`config.mk`:
```
export PLATFORM = sky130hd
export DESIGN_NAME = cpu_bus_responder
export DESIGN_NICKNAME = d
export VERILOG_FILES = /design/src/rtl/cpu_bus_responder.sv
export SDC_FILE = /design/constraint.sdc
export NUM_CORES = 1
export LEC_CHECK = 0
export BUFFER_PORTS_ARGS = -buffer_cell sky130_fd_sc_hd__buf_4
export CORE_MARGIN = 10
export CORE_UTILIZATION = 40
export DETAILED_ROUTE_END_ITERATION = 10
export PLACE_DENSITY = 0.67
export SLEW_MARGIN = 40
export SYNTH_ARGS = -nofsm -noshare
export SYNTH_HDL_FRONTEND = slang
export SYNTH_SLANG_ARGS = --single-unit
export TNS_END_PERCENT = 30
```
`constraint.sdc`:
```
create_clock -name clk -period 3.1 [get_ports clk]
set_clock_uncertainty 0.1 [all_clocks]
set_input_delay 0.465 -clock clk [delete_from_list [all_inputs] [get_ports clk]]
set_output_delay 0.465 -clock clk [all_outputs]
set_load 0.005 [all_outputs]
```
`src/rtl/cpu_bus_responder.sv`:
```
// cpu_bus_responder: 6502 bus target with an 8-register I/O window, scanline IRQ timer,
// vblank NMI generator and frame watchdog driving the CPU reset.
module cpu_bus_responder #(
   parameter logic [15:0] BASE_ADDR   = 16'h1800,
   parameter logic [7:0]  WDOG_FRAMES = 8'd8,
   parameter logic [7:0]  NMI_WIDTH   = 8'd16,
   parameter logic [7:0]  WDRST_WIDTH = 8'd32
) (
   input  logic        clk,
   input  logic        reset_n,
   input  logic        phi2,
   input  logic        rw_n,
   input  logic [15:0] a,
   input  logic [7:0]  cpu_dout,
   output logic [7:0]  cpu_din,
   output logic        sel,
   input  logic        line_tick,
   input  logic        vblank,
   output logic        irq_n,
   output logic        nmi_n,
   output logic        wd_reset_n
);
   logic       phi2_q, vblank_q, fall, vb_rise, we, ack, kick, period_wr, expire, fire;
   logic       irq_pend, wd_fired, nmi_en, irq_en;
   logic [2:0] idx;
   logic [7:0] period, scratch, line_cnt, wd_cnt, nmi_cnt, wdr_cnt, rd;

   assign sel        = a[15:3] == BASE_ADDR[15:3];
   assign idx        = a[2:0];
   assign fall       = phi2_q & ~phi2;
   assign vb_rise    = vblank & ~vblank_q;
   assign we         = fall & sel & ~rw_n;
   assign ack        = we && idx == 3'd1;
   assign period_wr  = we && idx == 3'd2;
   assign kick       = we && idx == 3'd3;
   assign expire     = line_tick && period != 8'd0 && line_cnt == period - 8'd1;
   // a kick landing on the same vblank edge prevents the watchdog from firing
   assign fire       = vb_rise && !kick && wd_cnt == WDOG_FRAMES - 8'd1;
   assign nmi_n      = nmi_cnt == 8'd0;
   assign wd_reset_n = wdr_cnt == 8'd0;

   always_comb begin
      rd = idx == 3'd0 ? {vblank, 5'b0, wd_fired, irq_pend} :
           idx == 3'd2 ? period :
           idx == 3'd4 ? scratch :
           idx == 3'd5 ? line_cnt :
           idx == 3'd6 ? {6'b0, nmi_en, irq_en} :
           idx == 3'd7 ? wd_cnt : 8'h00;
   end

   always_ff @(posedge clk) begin
      if (!reset_n) begin
         phi2_q   <= 1'b0;
         vblank_q <= 1'b0;
         cpu_din  <= 8'h00;
         irq_n    <= 1'b1;
         irq_pend <= 1'b0;
         wd_fired <= 1'b0;
         nmi_en   <= 1'b0;
         irq_en   <= 1'b0;
         period   <= 8'h00;
         scratch  <= 8'h00;
         line_cnt <= 8'h00;
         wd_cnt   <= 8'h00;
         nmi_cnt  <= 8'h00;
         wdr_cnt  <= 8'h00;
      end else begin
         phi2_q   <= phi2;
         vblank_q <= vblank;
         cpu_din  <= sel ? rd : 8'h00;
         irq_n    <= ~(irq_pend & irq_en);
         if (period_wr) period <= cpu_dout;
         if (we && idx == 3'd4) scratch <= cpu_dout;
         if (we && idx == 3'd6) {nmi_en, irq_en} <= cpu_dout[1:0];
         line_cnt <= (period_wr || period == 8'd0 || expire) ? 8'h00 :
                     line_tick ? line_cnt + 8'd1 : line_cnt;
         irq_pend <= expire | (irq_pend & ~ack);
         nmi_cnt  <= (vb_rise && nmi_en && nmi_cnt == 8'd0) ? NMI_WIDTH :
                     nmi_cnt != 8'd0 ? nmi_cnt - 8'd1 : 8'h00;
         wdr_cnt  <= fire ? WDRST_WIDTH : wdr_cnt != 8'd0 ? wdr_cnt - 8'd1 : 8'h00;
         wd_fired <= wd_fired | fire;
         // the count is held at WDOG_FRAMES until the reset pulse finishes
         wd_cnt   <= (kick || wdr_cnt == 8'd1) ? 8'h00 :
                     (vb_rise && wd_cnt != WDOG_FRAMES) ? wd_cnt + 8'd1 : wd_cnt;
      end
   end
endmodule

```
# Word level (Yosys, flattened, before mapping)
# Index checks and enable logic that the tools add are counted.
# totals
reg_bits	63
inputBits	30
output_inout_bits	12
elab_cells	90
# op_classes
add_sub_neg	5
eq_ne	12
muxes	10
bitwise_logic	17
reduce_logical	29
# op_table
op	count
$mux W8	6
$logic_not A8 Y1	3
$reduce_bool A8 Y1	3
$sub A8 B1 Y8 const B	3
$add A8 B1 Y8 const B	2
$eq A13 B10 Y1 const B	1
$eq A3 B3 Y1 const B	4
$logic_and A1 B1 Y1	12
$mux W6	2
$mux W5	2
$not A1 Y1	9
$reduce_or A3 Y1	3
$eq A8 B1 Y1 const B	1
$eq A8 B3 Y1 const B	1
$eq A8 B8 Y1	1
$ne A8 B4 Y1 const B	1
$and A1 B1 Y1	6
$eq A3 B2 Y1 const B	2
$reduce_or A2 Y1	2
$eq A3 B1 Y1 const B	1
$logic_not A3 Y1	1
$logic_or A1 B1 Y1	3
$or A1 B1 Y1	2
$reduce_and A2 Y1	1
$logic_not A1 Y1	1

# Depth between registers and ports, before layout
# Gate-level depths: netlist (run 1).
# depth
word_depth	9
depth_mapped	9
ltp_nobuf	7

# Least setup slack after synthesis (run 1)
# OpenSTA, ideal clock, no wires.
# synth_path
path_kind	reg-to-reg
start	reg period[0]
end	reg irq_pend
setup_ns	0.059
arrival_time_ns	2.039
required_time_ns	2.941
setup_slack_ns	0.902
path_stages_with_launch	10
n_path_buf	2
period_less_slack_ns	2.198
path_cell_list	dfxtp_1 clkbuf_2 inv_1 ha_1 buf_2 o21ba_1 a221oi_1 a41oi_1 a2111oi_4 o21a_1
# synth_via
elab_chain_cells	4
word_cells_on_any_way	6
cone_classes	1 x add/sub; 1 x eq/ne; 1 x bitwise; 3 x reduce/logical
# synth_rtl
element	line	text
start, declared	26	logic [7:0] period, scratch, line_cnt, wd_cnt, nmi_cnt, wdr_cnt, rd;
start signal, assigned	72	if (period_wr) period <= cpu_dout;
$sub A8 B1 Y8 or $reduce_bool A8 Y1 (tied branches)	36	assign expire = line_tick && period != 8'd0 && line_cnt == period - 8'd1;
$eq A8 B8 Y1 or $logic_and A1 B1 Y1 (tied branches)	36	
$logic_and A1 B1 Y1 (*)	36	
$or A1 B1 Y1 (*)	77	irq_pend <= expire | (irq_pend & ~ack);
end signal, assigned	77	
end, declared	24	logic irq_pend, wd_fired, nmi_en, irq_en;
# Every way passes the cells marked *; elsewhere a longest branch is shown, timed or not.
# A chain may end at the register's enable or synchronous reset.

# Worst setup path in the final report (run 1)
# layout_path
start	reg wdr_cnt[2]
end	out wd_reset_n
# layout_via
elab_chain_cells	1
# layout_rtl
element	line	text
start, declared	26	
start signal, assigned	80	wdr_cnt <= fire ? WDRST_WIDTH : wdr_cnt != 8'd0 ? wdr_cnt - 8'd1 : 8'h00;
$logic_not A8 Y1	40	assign wd_reset_n = wdr_cnt == 8'd0;
end, declared	21	output logic wd_reset_n
# Every way passes these cells.

==> results of run 1 <==
==> kinds of logic after synthesis <==
group / after synthesis / share of synthesized area
buffers and inverters: 32 / 0.0422
and+or+nand+nor: 141 / 0.231
AOI/OAI and AO/OA: 40 / 0.0912
xor gates and xnor gates: 35 / 0.0976
DFF: 63 / 0.402
adders and majority gates: 8 / 0.0319
muxes: 30 / 0.104
==> stage by stage <==
stage	worst slack, ns	area (um^2)	utilization	std cells
3_3_place_gp	0.717	3520	0.458	478
2_1_floorplan	0.902	3140	-	349
3_5_place_dp	0.640	3520	0.458	478
6_report	0.482	3700	0.481	492
4_1_cts	0.462	3700	0.481	492
5_1_grt	0.337	3700	0.481	492
==> layer usage <==
metal | vias up | global-route usage | share of wire | wire (um)
li1 | 1288 | - | - | -
met1 | 1187 | 0.175 | 0.49 | 3510
met2 | 80 | 0.181 | 0.41 | 2980
met3 | 10 | 0.0506 | 0.078 | 563
met4 | 0 | 0.0527 | 0.018 | 129
met5 | - | 0 | 0 | 0
==> synthesized netlist by cell type, types with 3 or more instances <==
library cell / number
nand3_1: 9
ha_1: 8
and3_1: 6
nor4_1: 3
nor2b_1: 3
nor3b_1: 3
and4_1: 3
nand2_1: 14
o21ai_0: 16
nand4_1: 7
clkbuf_1: 6
nor3_1: 16
buf_2: 4
and2_1: 3
a41oi_1: 3
a21oi_1: 4
dfxtp_1: 63
nor2_1: 61
mux2i_1: 27
inv_1: 16
clkbuf_2: 3
o21a_1: 3
xor2_1: 18
xnor2_1: 17
==> critical path, stage by stage, from the launching register on <==
cell and delay (ns):
dfxtp_1 0.34, or4_4 0.56, nor4b_1 0.59, buf_4 0.22
==> area by class of cell <==
type,count,area (um^2),area share
multi-input combinational,254,1750,0.472
sequential,63,1260,0.341
timing repair buffer,43,323,0.0872
clock buffer,14,183,0.0494
tap,102,128,0.0345
inverter,16,60.1,0.0162
==> state kept, by name (all words and copies together), names as in the netlist <==
register / flops
phi2_q: 1
irq_en: 1
wdr_cnt: 8
wd_cnt: 8
wd_fired: 1
scratch: 8
period: 8
irq_pend: 1
nmi_cnt: 8
cpu_din: 8
irq_n: 1
nmi_en: 1
line_cnt: 8
vblank_q: 1
==> power breakdown <==
| group | internal (mW) | switching (mW) |
|---|---|---|
| combinational | 0.272 | 0.271 |
| clock | 0.369 | 0.290 |
| sequential | 0.898 | 0.0756 |
| total | 1.54 | 0.637 |
==> final timing paths <==
path              slack, ns  depth (start not counted)                       end                   start
setup / recovery       0.48                          3                wd_reset_n   wdr_cnt[2]$_SDFF_PP0_
hold reg to reg        0.32                          1          irq_n$_SDFF_PN1_     irq_en$_SDFFE_PN0P_
setup reg to reg       0.70                          7  line_cnt[2]$_SDFFE_PP0P_  period[0]$_SDFFE_PN0P_
hold / removal         0.24                          2         phi2_q$_SDFF_PN0_                    phi2
==> impl_metrics.json, run 1 <==
{
  "vias": 2565,
  "synth_top_cell_by_area": "dfxtp_1",
  "grt-ovfl-total": 0,
  "drtAntennaViolNets": 0,
  "min_path_type": "input pin to flip-flop",
  "finalSetupTns_ns": 0,
  "rsz0062_at_grt": "false",
  "syn2layout_area_growth_pct": 17.8,
  "grt_use_total": 0.130,
  "first_global_vias": 2476,
  "pin_count": 42,
  "ir_drop_mv": 0.396,
  "fp.dieH_um": 109,
  "grt_pass1_wl_mm": 12.4,
  "routed_via_density": 5.21,
  "drc": 0,
  "required_ns": 2.53,
  "synth_nets": 387,
  "cts_buffers": 9,
  "htreeDepth": 3,
  "core-area_um2": 7690,
  "final-setup-viol-count": 0,
  "wl_mm": 7.18,
  "synth.ff_latch_count": 63,
  "crit_fanout": 4,
  "place.gp.congestion": 0.837,
  "synth_area_leaders": "dfxtp_1 40%, mux2i_1 8.6%, nor2_1 7.3%",
  "synth_seq_area_share": 0.402,
  "cts_setup_buffers": 0,
  "avgRoutedWirePerCell_um": 14.6,
  "hold_ws_ns": 0.240,
  "dr.pass1.iters": 5,
  "cts.reportedPaths.clkPinSlew_ns": 0.06,
  "async_reset_ff_frac": 0,
  "leakage_nw": 1.46,
  "synth_top_area_frac": 0.402,
  "antenna_found_initial": 0,
  "synthFlopType": "dfxtp_1",
  "clock_latency_ns": 0.34,
  "power_density_nw_per_um2": 588,
  "hold_viol_final": 0,
  "root_buffer": "clkbuf_8",
  "critPathCaptureType": "output pin",
  "yosys_warnings": 0,
  "cts-hold-fix-buffers": 0,
  "dp_hpwl_mm": 5.47,
  "diodes": 0,
  "critPathLaunchType": "flip-flop",
  "cts_sinks": 63,
  "status": "complete, no violations",
  "path_class": "flip-flop to output pin",
  "p_total_mw": 2.18,
  "port_buffers": 41,
  "drive_above_1_share": 0.174,
  "max_freq_mhz": 382,
  "fin_crit_sh": 0.845,
  "start_util": 0.409,
  "netlist_area_um2": 3140,
  "nets": 425,
  "maxSlewHeadroom": 0.472,
  "syn_inst": 349,
  "tightest_slew_ns": 0.785,
  "final_cell_mix": "63 x dfxtp_1, 61 x nor2_1, 43 x buf_4, 27 x mux2i_1, 18 x xor2_1",
  "crit_arrival_ns": 2.05,
  "ys_types": 51,
  "grt_start_max_net_pins": 22,
  "die-width_um": 109,
  "syn_avg_cell_area_um2": 9.00,
  "fill_cells": 784,
  "drt_iter0_drc": 167,
  "cts_tree": "done",
  "placementRows": 32,
  "final_common_cell": "dfxtp_1",
  "cts_buffer_depth": 2,
  "cts_resized": 0,
  "slew_viol_final": 0,
  "drv_cap": 0,
  "fin_crit_ns": 2.62,
  "synth_edf_count": 0,
  "die_area_um2": 11800
}
Power figures use the tool's default switching activity.
==> run 2, diff against run 1 <==
--- a/config.mk
+++ b/config.mk
@@ -9,7 +9,7 @@
 export CORE_MARGIN = 10
 export CORE_UTILIZATION = 40
 export DETAILED_ROUTE_END_ITERATION = 10
-export PLACE_DENSITY = 0.67
+export PLACE_DENSITY = 0.69
 export SLEW_MARGIN = 40
 export SYNTH_ARGS = -nofsm -noshare
 export SYNTH_HDL_FRONTEND = slang
==> constraint.sdc (replaced) <==
create_clock -name clk -period 2.3 [get_ports clk]
set_clock_uncertainty 0.1 [all_clocks]
set_input_delay 0.345 -clock clk [delete_from_list [all_inputs] [get_ports clk]]
set_output_delay 0.345 -clock clk [all_outputs]
set_load 0.005 [all_outputs]
==> run 2 against run 1 <==
  * Utilization up 1.5 points
  * Final cell count up 1.6%
  * Sequential power up 36%
  * Critical endpoint unchanged
  * Combinational power up 38%
  * Worst setup slack worse by 0.38 ns
  * Die area unchanged
  * Largest power group unchanged
  * Critical path depth unchanged
  * Via count about the same
  * Global-route usage up 0.092 points
  * Flip-flop and latch count unchanged
==> impl_metrics.json, run 2 (synthesis results as in run 1) <==
{
  "syn2layout_area_growth_pct": 21.5,
  "tightest_slew_ns": 0.370,
  "pin_count": 42,
  "cts_sinks": 63,
  "finalSetupTns_ns": 0,
  "critPathCaptureType": "output pin",
  "drv_cap": 0,
  "avgRoutedWirePerCell_um": 14.7,
  "final_common_cell": "dfxtp_1",
  "placementRows": 32,
  "p_clk_frac": 0.361,
  "min_path_cells": 2,
  "antenna_found_initial": 0,
  "first_global_vias": 2570,
  "port_buffers": 41,
  "power_density_nw_per_um2": 848,
  "final_cell_mix": "63 x dfxtp_1, 61 x nor2_1, 49 x buf_4, 27 x mux2i_1, 18 x xor2_1",
  "max_freq_mhz": 455,
  "hold_ws_ns": 0.132,
  "fp.dieH_um": 109,
  "fin_cells": 500,
  "routed_via_density": 5.13,
  "drtAntennaViolNets": 0,
  "wl_mm": 7.36,
  "wl_met3_um": 501,
  "cts-hold-fix-buffers": 0,
  "slew_viol_final": 0,
  "crit_arrival_ns": 1.75,
  "fin_crit_ns": 2.20,
  "hold_viol_final": 0,
  "drc": 0,
  "maxSlewHeadroom": 0.753,
  "wl_met1_mm": 3.57,
  "grt-ovfl-total": 0,
  "leakage_nw": 1.52,
  "p_switching_mw": 0.904,
  "p_comb_frac": 0.232,
  "highest_layer": "met4",
  "min_path_type": "input pin to flip-flop",
  "p_total_mw": 3.24,
  "place.gp.congestion": 0.877,
  "final_util": 0.496,
  "final-setup-viol-count": 0,
  "root_buffer": "clkbuf_8",
  "dr.pass1.iters": 4,
  "dp_hpwl_mm": 5.59,
  "switching_share": 0.279,
  "die_area_um2": 11800,
  "crit_fanout": 4,
  "required_ns": 1.86,
  "start_util": 0.409,
  "die-width_um": 109,
  "ir_drop_mv": 0.616,
  "grt_start_max_net_pins": 20,
  "htreeDepth": 3,
  "vias": 2564,
  "grt_pass1_wl_mm": 12.4,
  "p_int_mw": 2.33,
  "status": "complete, no violations",
  "reg2reg_depth": 8,
  "core-area_um2": 7690,
  "cts_buffers": 9,
  "path_class": "flip-flop to output pin",
  "diodes": 0,
  "cts.reportedPaths.clkPinSlew_ns": 0.07,
  "fin_crit_sh": 0.956,
  "clock_latency_ns": 0.34,
  "power_frac_seq": 0.406,
  "placed_cells": 483,
  "wl_met2_mm": 3.20,
  "drive_above_1_share": 0.196,
  "drt_iter0_drc": 160,
  "grt_use_total": 0.131,
  "cts_buffer_depth": 2,
  "rsz0062_at_grt": "false",
  "nets": 431,
  "critPathLaunchType": "flip-flop",
  "cts_tree": "done"
}
[run 2: changes by cell type in the layout (fill, tap and decap cells not counted), moves of 2 or more]
cell / change
clkinv_2: +2
bufinv_16: +3
buf_4: +6
clkbuf_8: -3
[run 2: timing repair]
action,in CTS,in global routing
buffers inserted,0,1
resized for setup,1,0
pin swaps,0,1
setup endpoints to repair,1,9
[run 2: area by class of cell]
type / count / area [um^2]
Timing Repair Buffer: 49 / 368
Clock buffer: 10 / 138
Multi-Input combinational cell: 254 / 1750
Fill cell: 751 / 3870
Clock inverter: 6 / 108
Sequential cell: 63 / 1260
Tap cell: 102 / 128
Inverter: 16 / 60.1
[run 2: worst paths after layout]
kind	start	endpoint	slack, ns
worst max-delay path	wdr_cnt[2]$_SDFF_PP0_	wd_reset_n	0.10
worst min-delay path	phi2	phi2_q$_SDFF_PN0_	0.13
worst max register to register	period[0]$_SDFFE_PN0P_	line_cnt[4]$_SDFFE_PP0P_	0.21
worst min register to register	irq_en$_SDFFE_PN0P_	irq_n$_SDFF_PN1_	0.33
[run 2: per-layer routing]
| layer | global-route usage | up-vias |
|---|---|---|
| li1 | - | 1300 |
| met1 | 0.168 | 1189 |
| met2 | 0.199 | 66 |
| met3 | 0.0458 | 9 |
| met4 | 0.0480 | 0 |
| met5 | 0 | - |
[run 2: worst max-delay path: stages, from the launching register on]
cell,delay (ns)
dfxtp_1,0.35
or4_4,0.56
nor4b_2,0.33
buf_4,0.18
[run 2: power by group through the flow]
stage               Sequential, mW  Clock (mW)  Combinational, mW
global placement              1.33           0              0.734
finish                        1.32        1.17              0.751
detailed placement            1.34           0              0.755
floorplan                     1.31           0              0.569
global route                  1.33        1.24              0.870
CTS                           1.31        1.20              0.769
[run 2: metrics by stage]
step                setup WS (ns)  instance area [um^2]
finish                      0.101                  3810
global route              0.00131                  3810
CTS                        0.0419                  3810
detailed placement         0.0573                  3560
global placement            0.132                  3560
floorplan                   0.102                  3140
==> run 3, diff against run 2 <==
--- a/config.mk
+++ b/config.mk
@@ -6,6 +6,7 @@
 export NUM_CORES = 1
 export LEC_CHECK = 0
 export BUFFER_PORTS_ARGS = -buffer_cell sky130_fd_sc_hd__buf_4
+export CORE_ASPECT_RATIO = 0.6
 export CORE_MARGIN = 10
 export CORE_UTILIZATION = 40
 export DETAILED_ROUTE_END_ITERATION = 10
==> run 3 against run 2 <==
  * Utilization up 2.7 points
  * Largest power group is now clock
  * Sequential share of layout area down 0.69 points
  * Highest routed layer unchanged
  * Cell area up 2.1%
  * Clock-buffer cell count up 1
==> impl_metrics.json, run 3 (synthesis results as in run 1) <==
{
  "status": "complete, no violations",
  "drt_iter0_drc": 267,
  "use_met1": 0.205,
  "drive_above_1_share": 0.194,
  "antenna_found_initial": 0,
  "max_freq_mhz": 468,
  "hold_ws_ns": 0.137,
  "final_util": 0.523,
  "grt-ovfl-total": 0,
  "grt_use_met2": 0.175,
  "required_ns": 1.86,
  "tightest_slew_ns": 0.410,
  "dp_hpwl_mm": 6.14,
  "cts_tree": "done",
  "placed_area_um2": 3570,
  "power_density_nw_per_um2": 910,
  "diodes": 0,
  "leakage_nw": 1.56,
  "multi_input_area_um2": 1760,
  "cts_buffer_depth": 2,
  "vias": 2603,
  "rsz0062_at_grt": "false",
  "min_path_type": "input pin to flip-flop",
  "final-setup-viol-count": 0,
  "fin_cells": 501,
  "maxSlewHeadroom": 0.726,
  "syn2layout_area_growth_pct": 24.1,
  "dr.pass1.iters": 4,
  "fin_area_um2": 3900,
  "r2r-start": "period[1]$_SDFFE_PN0P_",
  "fp.dieH_um": 88.6,
  "crit_fanout": 4,
  "r2r_end": "line_cnt[1]$_SDFFE_PP0P_",
  "clock_latency_ns": 0.33,
  "critPathCaptureType": "output pin",
  "drv_cap": 0,
  "cts.reportedPaths.clkPinSlew_ns": 0.05,
  "cts_sinks": 63,
  "htreeDepth": 3,
  "grt_pass1_wl_mm": 13.2,
  "hold_viol_final": 0,
  "routed_via_density": 5.20,
  "fin_crit_ns": 2.14,
  "slew_viol_final": 0,
  "die-width_um": 134,
  "drc": 0,
  "fin_crit_sh": 0.928,
  "hold_end": "phi2_q$_SDFF_PN0_",
  "critPathLaunchType": "flip-flop",
  "start_util": 0.422,
  "r2r_slack_ns": 0.17,
  "finalSetupTns_ns": 0,
  "root_buffer": "clkbuf_16",
  "place_ws_ns": 0.105,
  "ir_drop_mv": 0.489,
  "nets": 431,
  "timing.final.ws_setup_ns": 0.165,
  "final_common_cell": "dfxtp_1",
  "placementRows": 24,
  "core-area_um2": 7450,
  "wl_mm": 8.06,
  "min_path_cells": 2,
  "path_class": "flip-flop to output pin",
  "final_cell_mix": "63 x dfxtp_1, 61 x nor2_1, 49 x buf_4, 27 x mux2i_1, 18 x xor2_1",
  "drtAntennaViolNets": 0,
  "reg2reg_depth": 8,
  "die_area_um2": 11900,
  "met3_usage": 0.0645,
  "placed_cells": 486,
  "top_usage_layer": "met1",
  "first_global_vias": 2487,
  "port_buffers": 41,
  "worstHoldStart": "phi2",
  "avgRoutedWirePerCell_um": 16.1,
  "ff_latch_area_um2": 1260,
  "cts_buffers": 9,
  "fill_cells": 717,
  "grt_start_max_net_pins": 20,
  "cts-hold-fix-buffers": 0,
  "pin_count": 42,
  "grt_use_total": 0.143,
  "p_total_mw": 3.55,
  "crit_arrival_ns": 1.69,
  "place.gp.congestion": 0.913
}
## run 3: cell count changes in the layout (fill, tap and decap cells not counted)
cell | previous run | this run
clkbuf_1 | 0 | 1
ha_2 | 0 | 1
bufinv_16 | 3 | 2
nor4b_4 | 0 | 1
clkinvlp_4 | 1 | 0
ha_1 | 8 | 7
clkbuf_16 | 0 | 9
clkbuf_8 | 10 | 1
nor4b_2 | 2 | 1
## run 3: final cells by class
| type | count | share of cell area |
|---|---|---|
| multi-input combinational | 254 | 0.453 |
| sequential | 63 | 0.324 |
| timing repair buffer | 49 | 0.0944 |
| clock buffer | 11 | 0.0623 |
| tap | 104 | 0.0334 |
| clock inverter | 4 | 0.0180 |
| inverter | 16 | 0.0154 |
## run 3: how the worst max path moves through the flow
stage / from / endpoint / slack [ns]
2_1_floorplan: period[0]$_SDFFE_PN0P_ / irq_pend$_SDFF_PN0_ / 0.10
3_3_place_gp: period[1]$_SDFFE_PN0P_ / line_cnt[7]$_SDFFE_PP0P_ / 0.18
3_5_place_dp: period[1]$_SDFFE_PN0P_ / line_cnt[6]$_SDFFE_PP0P_ / 0.11
4_1_cts: wdr_cnt[2]$_SDFF_PP0_ / wd_reset_n / 0.09
5_1_grt: period[1]$_SDFFE_PN0P_ / line_cnt[6]$_SDFFE_PP0P_ / 0.04
6_report: wdr_cnt[2]$_SDFF_PP0_ / wd_reset_n / 0.16
## run 3: critical path, stage by stage (launching register included)
cell and delay, ns:
dfxtp_1 0.34, or4_4 0.58, nor4b_4 0.28, buf_4 0.16
## run 3: repair_timing
action	in CTS	in global routing
setup buffers	0	0
resized for setup	1	2
setup endpoints to repair	1	10
## run 3: metal layers
layer | vias to the layer above | routed length, um
li1 | 1299 | -
met5 | - | 0
met4 | 0 | 93
met3 | 7 | 819
met2 | 96 | 2990
met1 | 1201 | 4160
## run 3: report_power, final
part / switching [mW] / internal [mW]
Sequential: 0.114 / 1.21
Clock: 0.466 / 0.967
Combinational: 0.395 / 0.392
Total: 0.975 / 2.57
